## src/rtl/centroid_div_sched_if.sv

```systemverilog
// Handshake and operand bundle for the shared centroid divider.
// Port A is the per-line column-average requester; port B is the per-frame
// row-average requester. The slave modport is the divider side.
interface centroid_div_sched_if #(
  parameter int DVD_W = 19,
  parameter int DVS_W = 10
);
  // Port A: request level is held until oA_DONE.
  logic             iA_REQ;
  logic [DVD_W-1:0] iA_DVD;
  logic [DVS_W-1:0] iA_DVS;
  logic [DVD_W-1:0] oA_QUO;
  logic [DVS_W-1:0] oA_REM;
  logic             oA_DONE;
  // Port B: request level is held until oB_DONE.
  logic             iB_REQ;
  logic [DVD_W-1:0] iB_DVD;
  logic [DVS_W-1:0] iB_DVS;
  logic [DVD_W-1:0] oB_QUO;
  logic [DVS_W-1:0] oB_REM;
  logic             oB_DONE;
  // Shared status.
  logic             oBUSY;
  logic             oOWNER;

  modport master (
    output iA_REQ, iA_DVD, iA_DVS, iB_REQ, iB_DVD, iB_DVS,
    input  oA_QUO, oA_REM, oA_DONE, oB_QUO, oB_REM, oB_DONE, oBUSY, oOWNER
  );

  modport slave (
    input  iA_REQ, iA_DVD, iA_DVS, iB_REQ, iB_DVD, iB_DVS,
    output oA_QUO, oA_REM, oA_DONE, oB_QUO, oB_REM, oB_DONE, oBUSY, oOWNER
  );
endinterface

```

## src/rtl/centroid_div_sched.sv

```systemverilog
// Shares one MSB-first restoring divider between port A (per-line) and port B (per-frame).
// Latency: request sampled in IDLE at cycle t -> DONE pulse at t+DVD_W+1; one result per DVD_W+2 cycles.
// Backpressure: requests are level-held and wait in IDLE; A has priority, B wins after MAX_A_STREAK A grants.
// Ports: iCLK clock, iRST async active-low reset, bus = slave side of centroid_div_sched_if
//   (REQ/DVD/DVS per port in; QUO/REM/DONE per port out; BUSY and OWNER status out).
module centroid_div_sched #(
  parameter int DVD_W        = 19,
  parameter int DVS_W        = 10,
  parameter int MAX_A_STREAK = 2
) (
  input logic                  iCLK,
  input logic                  iRST,
  centroid_div_sched_if.slave  bus
);

  localparam int CNT_W  = $clog2(DVD_W);
  localparam int STRK_W = $clog2(MAX_A_STREAK + 1);

  typedef enum logic [1:0] {IDLE, RUN, DONE} state_t;

  state_t              state_q, state_d;
  logic                grant_a, grant_b;
  logic [STRK_W-1:0]   streak_q;
  logic [CNT_W-1:0]    cnt_q;
  logic                owner_q;
  // Dividend shift register; quotient bits are shifted in from the LSB end
  // as dividend bits leave the MSB end, so it ends up holding the quotient.
  logic [DVD_W-1:0]    dvd_q;
  logic [DVS_W-1:0]    dvs_q;
  logic [DVS_W:0]      rem_q;

  logic [DVS_W:0]      shifted, diff, rem_n;
  logic                q_bit;
  logic [DVD_W-1:0]    quo_n;
  logic [DVD_W-1:0]    fin_quo;
  logic [DVS_W-1:0]    fin_rem;
  logic                unused_rem_msb;

  logic [DVD_W-1:0]    a_quo_q, b_quo_q;
  logic [DVS_W-1:0]    a_rem_q, b_rem_q;
  logic                a_done_q, b_done_q;

  // The partial remainder stays below a nonzero divisor, so its MSB is only
  // ever set in the divide-by-zero case, whose result is overridden anyway.
  assign unused_rem_msb = rem_q[DVS_W];

  // One restoring iteration.
  always_comb begin
    shifted = {rem_q[DVS_W-1:0], dvd_q[DVD_W-1]};
    q_bit   = (shifted >= {1'b0, dvs_q});
    diff    = shifted - {1'b0, dvs_q};
    rem_n   = q_bit ? diff : shifted;
    quo_n   = {dvd_q[DVD_W-2:0], q_bit};
    fin_quo = (dvs_q == '0) ? '1 : quo_n;
    fin_rem = (dvs_q == '0) ? '0 : rem_n[DVS_W-1:0];
  end

  // Next-state and arbitration.
  always_comb begin
    state_d = state_q;
    grant_a = 1'b0;
    grant_b = 1'b0;
    case (state_q)
      IDLE: begin
        if (bus.iA_REQ && !(bus.iB_REQ && streak_q == STRK_W'(MAX_A_STREAK))) begin
          grant_a = 1'b1;
          state_d = RUN;
        end else if (bus.iB_REQ) begin
          grant_b = 1'b1;
          state_d = RUN;
        end
      end
      RUN:     if (cnt_q == '0) state_d = DONE;
      DONE:    state_d = IDLE;
      default: state_d = IDLE;
    endcase
  end

  always_ff @(posedge iCLK or negedge iRST) begin
    if (!iRST) state_q <= IDLE;
    else       state_q <= state_d;
  end

  always_ff @(posedge iCLK or negedge iRST) begin
    if (!iRST) begin
      streak_q <= '0;
      cnt_q    <= '0;
      owner_q  <= 1'b0;
      dvd_q    <= '0;
      dvs_q    <= '0;
      rem_q    <= '0;
      a_quo_q  <= '0;
      a_rem_q  <= '0;
      b_quo_q  <= '0;
      b_rem_q  <= '0;
      a_done_q <= 1'b0;
      b_done_q <= 1'b0;
    end else begin
      a_done_q <= 1'b0;
      b_done_q <= 1'b0;
      if (grant_a) begin
        dvd_q   <= bus.iA_DVD;
        dvs_q   <= bus.iA_DVS;
        owner_q <= 1'b0;
        // Only A grants that actually held B off count toward the streak.
        if (!bus.iB_REQ)                               streak_q <= '0;
        else if (streak_q != STRK_W'(MAX_A_STREAK))   streak_q <= streak_q + 1'b1;
      end
      if (grant_b) begin
        dvd_q    <= bus.iB_DVD;
        dvs_q    <= bus.iB_DVS;
        owner_q  <= 1'b1;
        streak_q <= '0;
      end
      if (grant_a || grant_b) begin
        rem_q <= '0;
        cnt_q <= CNT_W'(DVD_W - 1);
      end
      if (state_q == RUN) begin
        dvd_q <= quo_n;
        rem_q <= rem_n;
        cnt_q <= cnt_q - 1'b1;
        // Results are registered on the last iteration so they are already
        // valid while the owner's DONE pulse is high in the DONE state.
        if (cnt_q == '0) begin
          if (owner_q) begin
            b_quo_q  <= fin_quo;
            b_rem_q  <= fin_rem;
            b_done_q <= 1'b1;
          end else begin
            a_quo_q  <= fin_quo;
            a_rem_q  <= fin_rem;
            a_done_q <= 1'b1;
          end
        end
      end
    end
  end

  assign bus.oA_QUO  = a_quo_q;
  assign bus.oA_REM  = a_rem_q;
  assign bus.oA_DONE = a_done_q;
  assign bus.oB_QUO  = b_quo_q;
  assign bus.oB_REM  = b_rem_q;
  assign bus.oB_DONE = b_done_q;
  assign bus.oBUSY   = (state_q != IDLE);
  assign bus.oOWNER  = owner_q;

endmodule
```

## src/flat_wrapper.sv

```systemverilog
// flat-port wrapper written by rule: the top's interface ports become plain ports
module centroid_div_sched_flat 
#(
  parameter int DVD_W        = 19,
  parameter int DVS_W        = 10,
  parameter int MAX_A_STREAK = 2
)
  (iCLK, iRST, bus_iA_REQ, bus_iA_DVD, bus_iA_DVS, bus_iB_REQ, bus_iB_DVD, bus_iB_DVS, bus_oA_QUO, bus_oA_REM, bus_oA_DONE, bus_oB_QUO, bus_oB_REM, bus_oB_DONE, bus_oBUSY, bus_oOWNER);
  centroid_div_sched_if #(.DVD_W(DVD_W), .DVS_W(DVS_W)) bus_i ();
  input logic iCLK;
  input logic iRST;
  input wire logic [$bits(bus_i.iA_REQ)-1:0] bus_iA_REQ;
  input wire logic [$bits(bus_i.iA_DVD)-1:0] bus_iA_DVD;
  input wire logic [$bits(bus_i.iA_DVS)-1:0] bus_iA_DVS;
  input wire logic [$bits(bus_i.iB_REQ)-1:0] bus_iB_REQ;
  input wire logic [$bits(bus_i.iB_DVD)-1:0] bus_iB_DVD;
  input wire logic [$bits(bus_i.iB_DVS)-1:0] bus_iB_DVS;
  output wire logic [$bits(bus_i.oA_QUO)-1:0] bus_oA_QUO;
  output wire logic [$bits(bus_i.oA_REM)-1:0] bus_oA_REM;
  output wire logic [$bits(bus_i.oA_DONE)-1:0] bus_oA_DONE;
  output wire logic [$bits(bus_i.oB_QUO)-1:0] bus_oB_QUO;
  output wire logic [$bits(bus_i.oB_REM)-1:0] bus_oB_REM;
  output wire logic [$bits(bus_i.oB_DONE)-1:0] bus_oB_DONE;
  output wire logic [$bits(bus_i.oBUSY)-1:0] bus_oBUSY;
  output wire logic [$bits(bus_i.oOWNER)-1:0] bus_oOWNER;
  assign bus_i.iA_REQ = bus_iA_REQ;
  assign bus_i.iA_DVD = bus_iA_DVD;
  assign bus_i.iA_DVS = bus_iA_DVS;
  assign bus_i.iB_REQ = bus_iB_REQ;
  assign bus_i.iB_DVD = bus_iB_DVD;
  assign bus_i.iB_DVS = bus_iB_DVS;
  assign bus_oA_QUO = bus_i.oA_QUO;
  assign bus_oA_REM = bus_i.oA_REM;
  assign bus_oA_DONE = bus_i.oA_DONE;
  assign bus_oB_QUO = bus_i.oB_QUO;
  assign bus_oB_REM = bus_i.oB_REM;
  assign bus_oB_DONE = bus_i.oB_DONE;
  assign bus_oBUSY = bus_i.oBUSY;
  assign bus_oOWNER = bus_i.oOWNER;
  centroid_div_sched #(.DVD_W(DVD_W), .DVS_W(DVS_W), .MAX_A_STREAK(MAX_A_STREAK)) u_core (.iCLK(iCLK), .iRST(iRST), .bus(bus_i));
endmodule
```

## config.mk

```make
export PLATFORM = sky130hd
export DESIGN_NAME = centroid_div_sched_flat
export DESIGN_NICKNAME = d
export VERILOG_FILES = /design/src/rtl/centroid_div_sched_if.sv /design/src/rtl/centroid_div_sched.sv /design/src/flat_wrapper.sv
export SDC_FILE = /design/constraint.sdc
export NUM_CORES = 1
export LEC_CHECK = 0
export ABC_AREA = 0
export CAP_MARGIN = 25
export CORE_ASPECT_RATIO = 1.2
export CORE_MARGIN = 2
export CORE_UTILIZATION = 29
export CTS_CLUSTER_DIAMETER = 80
export DETAILED_ROUTE_END_ITERATION = 16
export HOLD_SLACK_MARGIN = 0.05
export PLACE_DENSITY = 0.52
export SYNTH_ARGS = -nofsm -noshare
export SYNTH_HDL_FRONTEND = slang
export SYNTH_SLANG_ARGS = --single-unit
```

## constraint.sdc

```tcl
create_clock -name iCLK -period 3.3 [get_ports iCLK]
set_input_delay 0.33 -clock iCLK [delete_from_list [all_inputs] [get_ports iCLK]]
set_output_delay 0.33 -clock iCLK [all_outputs]
set_load 0.02 [all_outputs]
```

==> results.md, run 1 <==
- The worst setup timing slack at the placement stage is 0.569 ns.
- The data required time of the worst path is 3.53 ns.
- Overall power consumption after layout is estimated at 7350 uW.
- The die height is 150 um.
- The leakage component of the power is 0.00301 uW.
- The achievable clock frequency is 368 MHz.
- A synthesized cell averages 9.21 um2.
- Counting flops with a built-in enable in the synthesized netlist gives 0.
- The critical path class is flip-flop to flip-flop.
- The mean routed wirelength per cell is 16.2 um.
- The buffer levels on the longest clock path is 2.
- Headroom to the max-slew limit came out at 0.437.
- The flow ran to the end, and the final reports show no timing, DRC or antenna violations.
- STA classifies the critical path endpoint as a flip-flop.
- In this run the worst path has a maximum fanout of 9.
- The largest delay contributor family on the critical path is compound AO/OA/AOI/OAI gates.
- Walking the worst path, the cells encountered are inv_1, ha_1, o211ai_1, a21oi_2, o2111ai_2, a21oi_2, buf_4, mux2i_1, o21ai_0.
- At the later pin of the worst-skew pair, clock insertion delay measures 0.36 ns.
- The count of antenna diodes in the layout is 0.
- For this block, the initial DRC count from the detailed router was 210.
- The worst endpoint data arrival time is 2.94 ns.
- The largest single stage delay on the critical path is 0.60 ns.
- The largest total area in the synthesized netlist belongs to dfrtp_1.
- In the final timing run, aggregate negative setup slack is 0 ns.
- In this run the register-to-register setup slack is 0.58 ns.
- The die covers 18800 um2.
- Setup repair after global routing left no endpoint under its margin.
- The worst hold path was traced through 2 stages.
- At the pin with the least slew margin, the transition time is 0.845 ns.
- In this run the tool buffered the top-level ports with 123 buffer cells.
- The number of different library cells used by synthesis comes to 44.
- Of the cells placed in the final design, the portion with a size suffix greater than 1 is 0.0656.
- The count of standard-cell rows is 53.
- The area of the core is 17400 um2.
- In the post-synthesis netlist, the biggest area contributors are dfrtp_1, o21ai_0, nand2_1.
- For this run, the share of the core covered by cells in the final layout is 0.398.
- For this configuration, the core starts out at a cell density of 0.295.
- The share of the clock period used by the worst path is 0.823.
- Clock-pin slew was measured on the worst setup and hold paths at 0.07 ns.
- Buffers inserted during clock tree synthesis total 9.
- The count of buffer and inverter cells on the critical path is 2.
- The number of warnings reported in the yosys synthesis log is 0.
- The pre-antenna-repair detailed-routing pass consisted of 5 iterations.
- For the final database, setup skew stands at 0.00956 ns.
- The worst hold path begins at u_core.bus.oB_REM[6].
- In this run the critical register-to-register path is launched from u_core.dvs_q[2].
- In the routed design, unresolved DRC markers number 0.
- The number of global-route vias before repair is 4377.
- The first-pass GRT wire length is 23.1 mm.
- The dominant synthesized flop cell is dfrtp_1.
- Counting flops and latches in the post-synthesis netlist gives 109.
- The clock root buffer master is clkbuf_16.
- The path category of the worst min-delay check is flip-flop to flip-flop.
- The endpoint identified for the worst register-to-register timing path is u_core.rem_q[8].
- Once detail routing completed, the nets flagged for antenna violations numbered 0.
- The weighted congestion reported at the end of routability-driven placement is 0.799.
- The routed layout has 4384 vias.
- The final worst slack is 0.585 ns.
- The area added between synthesis and finish is 34.8%.
- The tree built by TritonCTS fans out to 109 sinks.
- The critical path runs through a total of 9 cells.
- Summed over all layers, the routed wires come to 14.4 mm.
- In the routed layout, each cell is associated on average with a via count of 4.92.
- The synthesized net count is 635.
- VDD sags by at most 0.000338 V.
- Max-cap violations in this run came to 0.
- The clock period could shrink to 2.72 ns.
- Setup violations remaining at the end of the flow were counted as 0.
- The maximum number of pins on one net before global-route repair is 57.
- The worst hold path endpoint is u_core.bus.oB_REM[6].
- The synthesized area is 5150 um2.
- The share of synthesized area in the top cell type comes to 0.530.
- TritonCTS built the clock tree.
- The sequential fraction of the synthesis area is 0.530.
- The slowest cell on the critical path is a21oi_2.
- In the synthesized netlist the async set-or-reset flop fraction comes to 1.00.
- The final layout contains 743 nets.
- Power spread over the standard cell area amounts to 1060 nW/um2.
- For this run the aggregate overflow at the end of global routing stands at 0.
- The commonest cells after synthesis are dfrtp_1, o21ai_0, nand2_1, nor2_1, clkbuf_1.
- The total I/O pin count is 124.
- The die is 126 um wide.
- Buffers added to address setup during post-CTS repair amount to 0.
- By instance count, the leading cell after synthesis is dfrtp_1.
- The count of endpoints failing hold in the final timing report was 0.
- The number of antenna violations at the first check in global routing came to 0.
- The most repeated library cell on the critical path is a21oi_2.
- The final max-slew violation count came to 0.
- The all-layer global routing usage is 0.156.
- The depth of the worst register-to-register path is 9.
- The half-perimeter wire length after placement is 10.4 mm.
- The number of H-tree levels is 3.
- The kind of launch point of the worst setup path is a flip-flop.
- The post-cts repair resize count is 0.
- The post-synthesis instance total is 559.
-- through the flow --
stage               instance area, um2  hold slack [ns]  cells
detailed placement                6630            0.400    875
global placement                  6610            0.462    874
finish                            6940            0.480    891
floorplan                         5150           0.0344    559
CTS                               6940            0.485    891
global route                      6940            0.504    891
-- sequential cells by signal, indices dropped and copies added (netlist names), 2 cells and up --
signal	count
u_core.bus.oB_QUO	19
u_core.streak_q	2
u_core.bus.oA_REM	10
u_core.dvd_q	19
u_core.state_q	2
u_core.cnt_q	5
u_core.rem_q	10
u_core.bus.oB_REM	10
u_core.bus.oA_QUO	19
u_core.dvs_q	10
-- power by group --
group | internal [uW] | switching [uW]
clock | 628 | 482
combinational | 1660 | 2210
sequential | 1950 | 419
total | 4240 | 3110
-- area by class of cell --
| cell class | count | area [um2] |
|---|---|---|
| clock buffer | 12 | 256 |
| fill | 1748 | 10500 |
| multi-input combinational | 392 | 2230 |
| timing repair buffer | 135 | 1330 |
| inverter | 20 | 75.1 |
| clock inverter | 3 | 43.8 |
| sequential | 109 | 2730 |
| tap | 220 | 275 |
-- cell families after synthesis --
group,Yosys count,share of synthesized area
buffers and inverters,58,0.0447
XOR/XNOR,5,0.00851
AO/OA/AOI/OAI,176,0.202
AND/OR/NAND/NOR,185,0.154
flip-flops,109,0.530
multiplexers,12,0.0250
adder cells (fa/ha/maj),14,0.0355
-- metal layers --
| metal | part of all wire | up-vias | track usage |
|---|---|---|---|
| li1 | - | 2165 | - |
| met1 | 0.42 | 2107 | 0.187 |
| met2 | 0.51 | 98 | 0.271 |
| met3 | 0.056 | 14 | 0.0433 |
| met4 | 0.014 | 0 | 0.0533 |
| met5 | 0 | - | 0 |
-- what timing repair did --
item | 4_1_cts | 5_1_grt
hold buffers | 1 | 0
hold endpoints to repair | 46 | 0
setup endpoints to repair | 0 | 0
-- worst max-delay path by stage --
stage                          from                   end  slack, ns
finish              u_core.dvs_q[2]       u_core.rem_q[8]       0.58
CTS                 u_core.dvs_q[2]       u_core.rem_q[8]       0.57
global route        u_core.dvs_q[2]       u_core.rem_q[8]       0.37
floorplan           u_core.rem_q[4]  u_core.bus.oB_REM[1]       1.19
detailed placement  u_core.dvs_q[2]       u_core.rem_q[8]       0.57
global placement    u_core.dvs_q[2]  u_core.bus.oB_REM[8]       0.69
-- cell usage in the layout, fill, tap and decap left out, drive strengths merged, types with 3 or more instances in the layout --
cell	netlist	final
a21oi	27	27
a22oi	20	20
and2	4	4
buf	7	12
clkbuf	31	12
clkdlybuf4s50	0	122
dfrtp	109	109
ha	13	13
inv	20	21
mux2	4	4
mux2i	8	8
nand2	75	75
nand2b	5	5
nand3	13	13
nand4	3	3
nor2	68	68
nor3	6	6
nor4	3	3
o21ai	90	90
o22ai	11	11
o31ai	18	18
xnor2	5	5
-- worst reg2reg max path, cell delays in order (launching register included) --
cell,delay (ns)
dfrtp_1,0.38
inv_1,0.05
ha_1,0.35
o211ai_1,0.13
a21oi_2,0.22
o2111ai_2,0.20
a21oi_2,0.60
buf_4,0.25
mux2i_1,0.29
o21ai_0,0.12
Power figures use the tool's default switching activity.
==> run 2: changes to the inputs <==
- clock period: 3.3 -> 2.65 ns (I/O delays scaled with it)
==> run 2 against run 1 <==
  * Register-to-register slack worse by 0.38 ns
  * Highest routed layer unchanged
  * Critical path depth unchanged
  * Maximum frequency up 11%
  * Largest cell class unchanged
  * Largest power group unchanged
  * Critical endpoint is now u_core.bus.oA_REM[7]
  * Hold slack about the same
  * Final cell count up 0.34%
  * Cell area up 0.45%
  * Critical path type unchanged
==> results.md, run 2 (synthesized netlist as in run 1, its figures left out) <==
- The flow ran to the end, and the final reports show no timing, DRC or antenna violations.
- The total clock buffers created by CTS is 9.
- In this run the horizontal extent of the chip is 126 um.
- The worst relative slew slack is 0.414.
- The floorplan step defined a die boundary enclosing 18800 um2.
- Once layout is complete, the utilization of the core stands at 0.400.
- The worst endpoint data arrival time is 2.66 ns.
- The region available for standard cell placement spans 17400 um2.
- The worst hold path endpoint is u_core.bus.oB_REM[7].
- In this run the static leakage power is 0.00302 uW.
- VDD sags by at most 0.000481 V.
- The final wirelength is 14.9 mm.
- For this block, the initial DRC count from the detailed router was 223.
- The number of sinks on the clock net is 109.
- In this run the power density over the cells is 1320 nW/um2.
- The first-pass GRT wire length is 24.1 mm.
- The endpoint of the most critical register-to-register path is u_core.bus.oA_REM[7].
- The min-delay analysis places its worst path in the category flip-flop to flip-flop.
- In this run the tool buffered the top-level ports with 123 buffer cells.
- The worst register-to-register path has a depth of 9.
- The total placed cells including tap cells is 877.
- The remaining routing DRC violations is 0.
- The count of endpoints failing hold in the final timing report is 0.
- The global routing stage identified its most utilized layer as met2.
- In this run the most critical hold path is launched from u_core.bus.oB_REM[7].
- The final layout contains 745 nets.
- The starting utilization of the core area is 0.295.
- The mean routed wirelength per cell is 16.6 um.
- The floorplan has 53 rows.
- The endpoint kind of the worst setup timing path is a flip-flop.
- In the finished design, the share of the clock period the worst path needs comes to 0.923.
- The clock edge transition at the registers on the reported setup and hold paths is 0.08 ns.
- The critical path contains buffers and inverters numbering 2 combined.
- The met1 capacity usage during global routing is 0.200.
- Global routing finished with a remaining overflow of 0.
- In the global route stage, met3 resource usage came out at 0.0375.
- The final max-slew violation count is 0.
- The number of global-route vias before repair is 4411.
- The number of antenna diodes in the final layout is 0.
- The final count of negative-setup-slack endpoints is 0.
- The die height is 150 um.
- Entering global routing, the biggest net connects 66 pins.
- The most frequent standard cell in the layout excluding fill and tap cells is clkdlybuf4s50_1.
- Counting along the longest clock path gives a buffer depth of 2.
- In the routed layout, each cell is associated on average with a via count of 4.91.
- The most repeated library cell on the critical path is a21oi_2.
- Setup repair after global routing could not meet its margin everywhere.
- Across the routed clock network, the largest skew measured is 0.00824 ns.
- The non-filler instance count after layout is 894.
- The area added between synthesis and finish is 35.4%.
- The top fanout value on the critical path is 11.
- The largest delay contributor family on the critical path is compound AO/OA/AOI/OAI gates.
- For the finished layout, the period the worst path requires is 2.45 ns.
- For this run, the slowest stage of the critical path takes 0.46 ns.
- The tree is rooted in a clkbuf_16.
- The number of antenna violations at the first check in global routing is 0.
- The critical path class is flip-flop to flip-flop.
- The share of post-route cells with drive strength above 1 is 0.0712.
- Once detailed placement completed, the half-perimeter wirelength came to 10.7 mm.
- The residual antenna-violating net count after detailed routing is 0.
- Setup slack on the critical path of the routed design comes to 0.205 ns.
- The CTS tree is yes.
- In the global route stage, met2 resource usage came out at 0.276.
- In this run the number of H-tree levels came out at 3.
- The number of cells on the worst hold path is 2.
- The setup slack of the worst register-to-register path is 0.20 ns.
- The launch point of the worst reg-to-reg path is u_core.dvs_q[2].
- The worst setup timing slack at the placement stage is 0.173 ns.
- The weighted congestion reported at the end of routability-driven placement is 0.860.
- Pin placement for this block handled 124 I/O pins.
- The signal on the critical path passes through inv_1, ha_1, o211ai_1, a21oi_2, o2111ai_2, a21oi_2, buf_4, mux2i_1, o31ai_1.
- The top cell types in the final layout, fill and taps aside, are clkdlybuf4s50_1, dfrtp_1, o21ai_0.
- The all-layer global routing usage is 0.163.
- The overall power after layout is 9190 uW.
- Timing would allow up to 409 MHz.
- The number of search-and-repair iterations in the first detailed-routing pass is 4.
- The count of vias placed by the detailed router is 4392.
- The final-layout fill cell count is 1780.
- After routing, the total negative slack on setup checks comes to 0 ns.
- The kind of launch point of the worst setup path is a flip-flop.
- The slowest cell on the critical path is mux2i_1.
- The critical path runs through a total of 9 cells.
- The number of violations of the max-capacitance limit is 0.
- The later pin in the worst-skew pair is clocked with a latency of 0.36 ns.
- The data required time of the worst path is 2.87 ns.
- The worst-margin pin slew is 0.879 ns.
run 2: final cells by class:
type | count | area (um2) | area share
Tap cell | 220 | 275 | 0.0395
Multi-Input combinational cell | 392 | 2230 | 0.319
Sequential cell | 109 | 2730 | 0.391
Clock inverter | 7 | 66.3 | 0.00952
Timing Repair Buffer | 137 | 1370 | 0.197
Inverter | 20 | 75.1 | 0.0108
Clock buffer | 9 | 225 | 0.0323
run 2: worst max-delay path by stage:
| stage | endpoint | start | slack, ns |
|---|---|---|---|
| 4_1_cts | u_core.bus.oA_REM[7] | u_core.dvs_q[2] | 0.15 |
| 3_5_place_dp | u_core.bus.oA_REM[7] | u_core.dvs_q[2] | 0.17 |
| 2_1_floorplan | u_core.bus.oB_REM[1] | u_core.rem_q[4] | 0.54 |
| 6_report | u_core.bus.oA_REM[7] | u_core.dvs_q[2] | 0.20 |
| 5_1_grt | u_core.rem_q[6] | u_core.dvs_q[0] | -0.01 |
| 3_3_place_gp | u_core.rem_q[6] | u_core.dvs_q[0] | 0.21 |
run 2: metal layers:
layer | vias up | wire length [um]
met4 | 0 | 429
met3 | 23 | 797
met2 | 106 | 7380
met1 | 2089 | 6250
li1 | 2174 | -
met5 | - | 0
run 2: worst reg2reg max path, cell delays in order (launching register included):
cell	delay (ns)
dfrtp_1	0.39
inv_1	0.06
ha_1	0.35
o211ai_1	0.13
a21oi_2	0.22
o2111ai_2	0.19
a21oi_2	0.14
buf_4	0.23
mux2i_1	0.46
o31ai_1	0.11
run 2: timing repair:
action                                  CTS  global route
hold endpoints to repair                  2             0
resized for setup                         0             0
setup buffers                             0             0
hold buffers                              1             0
endpoints found under the setup margin    0             3
run 2: power by group:
group,internal (uW),total [uW],switching (uW)
sequential,2430,2960,535
combinational,2090,4880,2800
clock,662,1340,681
run 2: through the flow:
step	instance area, um2	hold WS [ns]
2_1_floorplan	5150	-0.0306
3_3_place_gp	6670	0.431
3_5_place_dp	6670	0.438
4_1_cts	6970	0.488
5_1_grt	6970	0.509
6_report	6970	0.480
==> run 3: changes to the inputs <==
- CTS_CLUSTER_DIAMETER: 80 -> 150
==> results of run 3 <==
Final layout, timing and power as in run 2 (identical DEF).
